File: src/rtl/tdm_pkg.sv
// Shared definitions for the serial channel multiplexer link (mux and demux ends).
package tdm_pkg;

    // Receiver framing state: hunting for a frame-sync marker, or locked and receiving.
    typedef enum logic {
        ST_HUNT = 1'b0,
        ST_RECV = 1'b1
    } tdm_state_t;

    // Number of valid serial bits in one frame.
    function automatic int tdm_frame_len(input int nch, input int w);
        return nch * w;
    endfunction

    // Width of a counter that must represent 0..fl inclusive.
    function automatic int tdm_cnt_width(input int fl);
        return $clog2(fl + 1);
    endfunction

endpackage

File: src/rtl/tdm_bit_counter.sv
// Frame bit counter: load-1 for a new frame, clear at frame end, increment per valid bit.
module tdm_bit_counter #(
    parameter int FL = 32,
    parameter int CW = 6
) (
    input  logic          clk,
    input  logic          srst,
    input  logic          load1,
    input  logic          clr,
    input  logic          en,
    output logic [CW-1:0] count,
    output logic          term
);

    logic [CW-1:0] count_reg;

    // Load-1 beats clear beats increment; the FSM never requests load1 and clr together.
    always_ff @(posedge clk) begin
        if (srst) begin
            count_reg <= '0;
        end else if (load1) begin
            count_reg <= CW'(1);
        end else if (clr) begin
            count_reg <= '0;
        end else if (en) begin
            count_reg <= count_reg + CW'(1);
        end
    end

    // Terminal flag: this enabled bit is the one that brings the count to FL.
    always_comb begin
        term = en && (count_reg == CW'(FL - 1));
    end

    assign count = count_reg;

endmodule

File: src/rtl/tdm_demux.sv
// Time-division demultiplexer: recovers NCH words of W bits from a framed serial
// stream and presents each complete frame atomically with a one-cycle valid pulse.
module tdm_demux
    import tdm_pkg::*;
#(
    parameter int NCH = 4,
    parameter int W   = 8
) (
    input  logic             CLK,
    input  logic             RST,
    input  logic             DIN,
    input  logic             DIN_VALID,
    input  logic             SYNC,
    input  logic             ERR_CLR,
    output logic [NCH*W-1:0] Y,
    output logic             Y_VALID,
    output logic             ERR,
    output logic             LOCKED
);

    localparam int FL = tdm_frame_len(NCH, W);
    localparam int CW = tdm_cnt_width(FL);

    tdm_state_t      state_reg;
    tdm_state_t      state_next;

    // Only the first FL-1 bits need storage; the last bit of a frame is taken
    // straight from DIN on the cycle the frame completes.
    logic [FL-2:0]   shift_reg;
    logic [FL-1:0]   frame_word;
    logic [FL-1:0]   y_next;
    logic [FL-1:0]   y_reg;
    logic            y_valid_reg;
    logic            err_reg;

    logic [CW-1:0]   count;
    logic            cnt_term;
    logic            cnt_load1;
    logic            cnt_clr;
    logic            cnt_en;
    logic            shift_load;
    logic            shift_en;
    logic            y_load;
    logic            err_set;

    tdm_bit_counter #(
        .FL (FL),
        .CW (CW)
    ) u_bit_counter (
        .clk   (CLK),
        .srst  (RST),
        .load1 (cnt_load1),
        .clr   (cnt_clr),
        .en    (cnt_en),
        .count (count),
        .term  (cnt_term)
    );

    // Serial order is channel 0 first, MSB first, so channel 0 ends up in the
    // top word of the shifted frame; reverse word order onto the output bus.
    assign frame_word = {shift_reg, DIN};

    for (genvar gi = 0; gi < NCH; gi++) begin : g_word_map
        assign y_next[gi*W +: W] = frame_word[(NCH-1-gi)*W +: W];
    end

    // State register.
    always_ff @(posedge CLK) begin
        if (RST) begin
            state_reg <= ST_HUNT;
        end else begin
            state_reg <= state_next;
        end
    end

    // Framing decisions for each valid bit; stalls leave everything untouched.
    always_comb begin
        state_next = state_reg;
        cnt_load1  = 1'b0;
        cnt_clr    = 1'b0;
        cnt_en     = 1'b0;
        shift_load = 1'b0;
        shift_en   = 1'b0;
        y_load     = 1'b0;
        err_set    = 1'b0;
        if (DIN_VALID) begin
            case (state_reg)
                ST_HUNT: begin
                    if (SYNC) begin
                        cnt_load1  = 1'b1;
                        shift_load = 1'b1;
                        state_next = ST_RECV;
                    end
                end
                ST_RECV: begin
                    if (count == '0) begin
                        // Frame boundary: the next frame must open with SYNC.
                        if (SYNC) begin
                            cnt_load1  = 1'b1;
                            shift_load = 1'b1;
                        end else begin
                            err_set    = 1'b1;
                            state_next = ST_HUNT;
                        end
                    end else if (SYNC) begin
                        // Early SYNC: abandon the partial frame and restart on this bit.
                        err_set    = 1'b1;
                        cnt_load1  = 1'b1;
                        shift_load = 1'b1;
                    end else begin
                        cnt_en   = 1'b1;
                        shift_en = 1'b1;
                        if (cnt_term) begin
                            y_load  = 1'b1;
                            cnt_clr = 1'b1;
                        end
                    end
                end
                default: state_next = ST_HUNT;
            endcase
        end
    end

    // Shift register: a new frame starts with this bit as bit 0.
    always_ff @(posedge CLK) begin
        if (RST) begin
            shift_reg <= '0;
        end else if (shift_load) begin
            shift_reg    <= '0;
            shift_reg[0] <= DIN;
        end else if (shift_en) begin
            shift_reg <= frame_word[FL-2:0];
        end
    end

    // Output register and valid pulse: only complete frames reach Y.
    always_ff @(posedge CLK) begin
        if (RST) begin
            y_reg       <= '0;
            y_valid_reg <= 1'b0;
        end else begin
            y_valid_reg <= y_load;
            if (y_load) begin
                y_reg <= y_next;
            end
        end
    end

    // Sticky error: a new error in the same cycle as a clear keeps it set.
    always_ff @(posedge CLK) begin
        if (RST) begin
            err_reg <= 1'b0;
        end else if (err_set) begin
            err_reg <= 1'b1;
        end else if (ERR_CLR) begin
            err_reg <= 1'b0;
        end
    end

    assign Y       = y_reg;
    assign Y_VALID = y_valid_reg;
    assign ERR     = err_reg;
    assign LOCKED  = (state_reg == ST_RECV);

endmodule

File: config.mk
export PLATFORM = sky130hd
export DESIGN_NAME = tdm_demux
export DESIGN_NICKNAME = d
export VERILOG_FILES = /design/src/rtl/tdm_pkg.sv /design/src/rtl/tdm_bit_counter.sv /design/src/rtl/tdm_demux.sv
export SDC_FILE = /design/constraint.sdc
export NUM_CORES = 1
export LEC_CHECK = 0
export CAP_MARGIN = 10
export CORE_AREA = 5 5 95 119
export DETAILED_ROUTE_END_ITERATION = 7
export DIE_AREA = 0 0 100 124
export GPL_TIMING_DRIVEN = 0
export MAX_ROUTING_LAYER = met4
export SYNTH_ARGS = -nofsm -noshare
export SYNTH_HDL_FRONTEND = slang
export SYNTH_SLANG_ARGS = --single-unit
File: constraint.sdc
create_clock -name CLK -period 5.1 [get_ports CLK]
set_clock_uncertainty 0.1 [all_clocks]
set_input_delay 0.765 -clock CLK [delete_from_list [all_inputs] [get_ports CLK]]
set_output_delay 0.765 -clock CLK [all_outputs]
set_load 0.02 [all_outputs]
==> qor.yml <==
grtUsageTotal_pct: 11.1
crit_family: "buffers and inverters"
slowest_stage: "clkdlybuf4s50_1"
relSlewSlack_pct: 66.3
post_drt_via_cell_ratio: 4.43
gp_congestion: 0.812
io_buffers: 39
cts_tree: "yes"
cp.required_ns: 5.25
slew_viol_final: 0
worstMarginPinSlew_ns: 0.505
htree_num_levels: 3
synth_area_per_cell_sq_um: 9.19
antenna_found_initial: 0
netlist_top_cells_area: "dfxtp_1 (48%), nand2b_1 (14%), mux2i_1 (11%)"
dpl_cell_area_sq_um: 3580
grt_pass1_vias: 2305
cts_root_buf: "clkbuf_16"
rsz0062_at_grt: "false"
wl_per_cell_um: 12.1
p_leak_uw: 0.00122
crit_arrival_ns: 2.65
finalHoldViolations: 0
die_area_sq_um: 12400
setup_viol: 0
ioPinCount: 41
initial_core_util_pct: 30.3
crit_chain: "clkdlybuf4s50_1 > inv_1 > ha_1 > nand4_4 > nor4_2 > buf_6 > buf_12 > mux2i_1"
final_common_cell: "dfxtp_1"
multi_input_area_sq_um: 1410
slowest_delay_ns: 0.48
endpoint_kind: "register"
final-seq-area_sq_um: 1440
final_cell_mix: "dfxtp_1 (72), nand2b_1 (67), nand2_1 (65)"
n_antenna_cell: 0
syn_area_sq_um: 3030
synth-seq-area-share_pct: 47.5
grt_pass1_wl_um: 10600
crit_fanout: 10
dp_hpwl_um: 4410
period_needed_ns: 2.50
fin_cells: 514
power_density_nw_per_um2: 318
timing.final.ws_setup_ns: 2.60
status: "complete, no violations"
grt_max_degree: 12
synth.net_count: 340
cts_buffers: 9
drtIter0Drc: 92
fin_setup_tns_ns: 0
synth.largest_area_cell: "dfxtp_1"
postCtsHoldBufs: 0
die_h_um: 124
dpl.cell_count: 498
cts_setup_buffers: 0
synth_warnings: 0
cts_sinks: 72
cap_violations: 0
fmax_ghz: 0.400
power_uw: 1240
clockBufferDepth: 2
synth-edff-count: 0
wl_um: 6230
hold_class: "reg2reg"
clk_latency_ns: 0.33
post-route-period-util_pct: 49.0
fill_cells: 1033
core_area_sq_um: 10000
critPathKind: "in2reg"
rows: 41
async_flop_share_pct: 0
synth_cell_type_count: 32
dr_total_vias: 2276
final_area_sq_um: 3880
cp_num_buf_inv: 4
vdd_drop_max_mv: 0.166
drtPass1Iterations: 4
syn_inst: 330
ys_seq_elements: 72
ant_nets: 0
drive_above_1_share_pct: 7.53
drc: 0
area_growth_pct: 28.1
start_kind: "input pin"
ys.flop_type: "dfxtp_1"
largest_register_ffs: 32
nets: 390
path_clk_slew_ns: 0.05
post_cts_resized: 0
die_width_um: 100
gr-total-overflow: 0
synth_top_area_share_pct: 47.5
place_ws_ns: 2.25
==> metal layers <==
metal | wire [um] | vias to the layer above | track usage, %
met2 | 2790 | 43 | 17.1
met1 | 3030 | 1042 | 13.3
met3 | 260 | 12 | 2.75
met5 | 0 | - | -
met4 | 150 | 0 | 6.07
li1 | - | 1179 | -
==> cells in the mapped netlist (all sizes together), types with 3 or more instances <==
cell	n
nand4	3
nand2b	67
nand3	3
dfxtp	72
a21oi	35
ha	4
mux2i	33
nand2	65
o21ai	3
clkbuf	14
inv	4
buf	10
==> worst reg2reg max path, cell delays in order (launching register included) <==
cell and delay, ns:
dfxtp_1 0.41, inv_1 0.09, ha_1 0.20, nand2_1 0.09, ha_1 0.26, nand4_4 0.15
nor4_2 0.30, buf_6 0.22, buf_12 0.16, mux2i_1 0.20
==> cell type report <==
class / instances / area share (%)
buffer: 24 / 4.19
clock buffer: 13 / 6.70
clock inverter: 3 / 1.03
inverter: 4 / 0.387
multi-input combinational: 230 / 36.4
sequential: 72 / 37.1
tap: 129 / 4.16
timing repair buffer: 39 / 10.1
==> kinds of logic after synthesis <==
family | Yosys count | share of synthesized area, %
compound gates | 43 | 7.64
xor+xnor | 1 | 0.289
fa+ha+maj | 4 | 1.65
buf+inv | 28 | 5.86
flops | 72 | 47.5
mux | 33 | 10.9
simple gates | 149 | 26.1
==> per-stage QoR <==
step,utilization (%),hold WS (ns)
detailed placement,35.8,0.360
finish,38.8,0.363
CTS,38.8,0.368
floorplan,-,0.337
global placement,35.8,0.353
global route,38.8,0.381
==> report_power, final <==
group	switching [uW]	total (uW)	internal, uW	leakage [uW]
combinational	23.6	42.4	18.8	0.000495
sequential	1.52	566	564	0.000580
clock	224	627	404	0.000150
total	249	1240	987	0.00122
==> path summary, 6_finish.rpt <==
path                          start       endpoint  slack [ns]  cells past startpoint
max                            SYNC          Y[26]        2.60                      8
min                   shift_reg[30]  shift_reg[30]        0.36                      2
max reg2reg  u_bit_counter.count[0]          Y[26]        2.83                      9
min reg2reg           shift_reg[30]  shift_reg[30]        0.36                      2
(Power assumes the default switching activity.)
==> RTL edit (same settings) <==
Compare `count_reg` against `CW'(FL - 1)` with >= in place of ==.
--- a/src/rtl/tdm_bit_counter.sv
+++ b/src/rtl/tdm_bit_counter.sv
@@ -30,5 +30,5 @@
     // Terminal flag: this enabled bit is the one that brings the count to FL.
     always_comb begin
-        term = en && (count_reg == CW'(FL - 1));
+        term = en && (count_reg >= CW'(FL - 1));
     end
 
Behaviour: same outputs for any inputs over 10 cycles, from zero or initial values and one cycle with RST high; that may be too few to reach the edited logic, so the function may still have changed.
==> RTL edit against the original RTL <==
  * Design area hardly changed
  * Via count is 1.0% lower
  * Combinational power is 8.0% lower
  * Die area stayed put
  * Synthesized area is 2.7% lower
  * Worst setup slack worse by 0.17 ns
  * Sequential share of layout area hardly changed
  * Total power is 11% higher
  * Worst hold slack worse by 0.0051 ns
  * First-iteration DRC count is 6.5% lower
  * Sequential cell count stayed put
  * Synthesized cell count is 1.2% lower
  * Wire length is 1.6% lower
  * Largest cell class unchanged
==> RTL edit: results (changes against the original RTL) <==
| Metric | Value |
|---|---|
| Status | completed (unchanged) |
| Met3 WL | 204 um (was 260 um) |
| Largest net degree at the start of global routing | 13 (was 12) |
| Multiplexer share of the synthesized area | 0.1120 (was 0.1090) |
| Clock network area share | 0.09539 (was 0.07732) |
| Met1 Resource Use GR | 0.1242 (was 0.1331) |
| Layout area overhead | 31.59% (was 28.11%) |
| Via count | 2253 (was 2276) |
| Layout cell share with drive strength beyond 1 | 0.05759 (was 0.07532) |
| Adder-Cell Fraction of Synth Area | 0.01696 (was 0.01651) |
| DRT iter0 DRCs | 86 (was 92) |
| M1 WL | 2.827 mm (was 3.026 mm) |
| Lkg Pwr | 1.203 nW (was 1.225 nW) |
| CP max stage delay | 0.51 ns (was 0.48 ns) |
| Synth Area in Compound Gates | 0.08567 (was 0.07635) |
| Via density | 4.409 (was 4.428) |
| Met2 Resource Use GR | 0.1803 (was 0.1707) |
| WP data arrival | 2.82 ns (was 2.65 ns) |
| Multi-input gate count | 226 (was 230) |
| Clk_buf instances | 11 (was 13) |
| Non-CTS inverters | 5 (was 4) |
| Max_slew headroom | 0.7053 (was 0.6635) |
| Placer congestion estimate | 0.7155 (was 0.8117) |
| Placed cell area | 3512 sq um (was 3583 sq um) |
| Syn_nets | 336 (was 340) |
| Vias in the first global route | 2224 (was 2305) |
| Multi-input combinational area share | 0.3568 (was 0.3637) |
| Met3 Usage GRT | 0.02913 (was 0.02745) |
| IR drop worst, VDD | 141.4 uV (was 166.4 uV) |
| Nets@finish | 387 (was 390) |
| DP Cell Count | 495 (was 498) |
| Yosys cell types | 24 (was 32) |
| Mapped Cells | 326 (was 330) |
## RTL edit: cell count changes in the layout (fill, tap and decap cells not counted), sizes merged, moves of 2 or more
cell    delta
buf        -6
nor4       -2
a21oi      -2
nand4      -2
clkinv     -2
nand3      +3
bufinv     +3
clkbuf     +3
## RTL edit: worst paths after layout
check / cells after the start / slack (ns) / startpoint / to
min: 2 / 0.36 / shift_reg[30]$_SDFFE_PP0P_ / shift_reg[30]$_SDFFE_PP0P_
min reg2reg: 2 / 0.36 / shift_reg[30]$_SDFFE_PP0P_ / shift_reg[30]$_SDFFE_PP0P_
max: 8 / 2.43 / SYNC / Y[7]$_SDFFE_PP0P_
max reg2reg: 9 / 2.77 / u_bit_counter.count[0]$_SDFFE_PP0P_ / Y[7]$_SDFFE_PP0P_
## RTL edit: where the power goes
part	internal [mW]	switching (mW)
clock network	0.541	0.230
registers	0.564	0.00209
logic	0.0175	0.0215
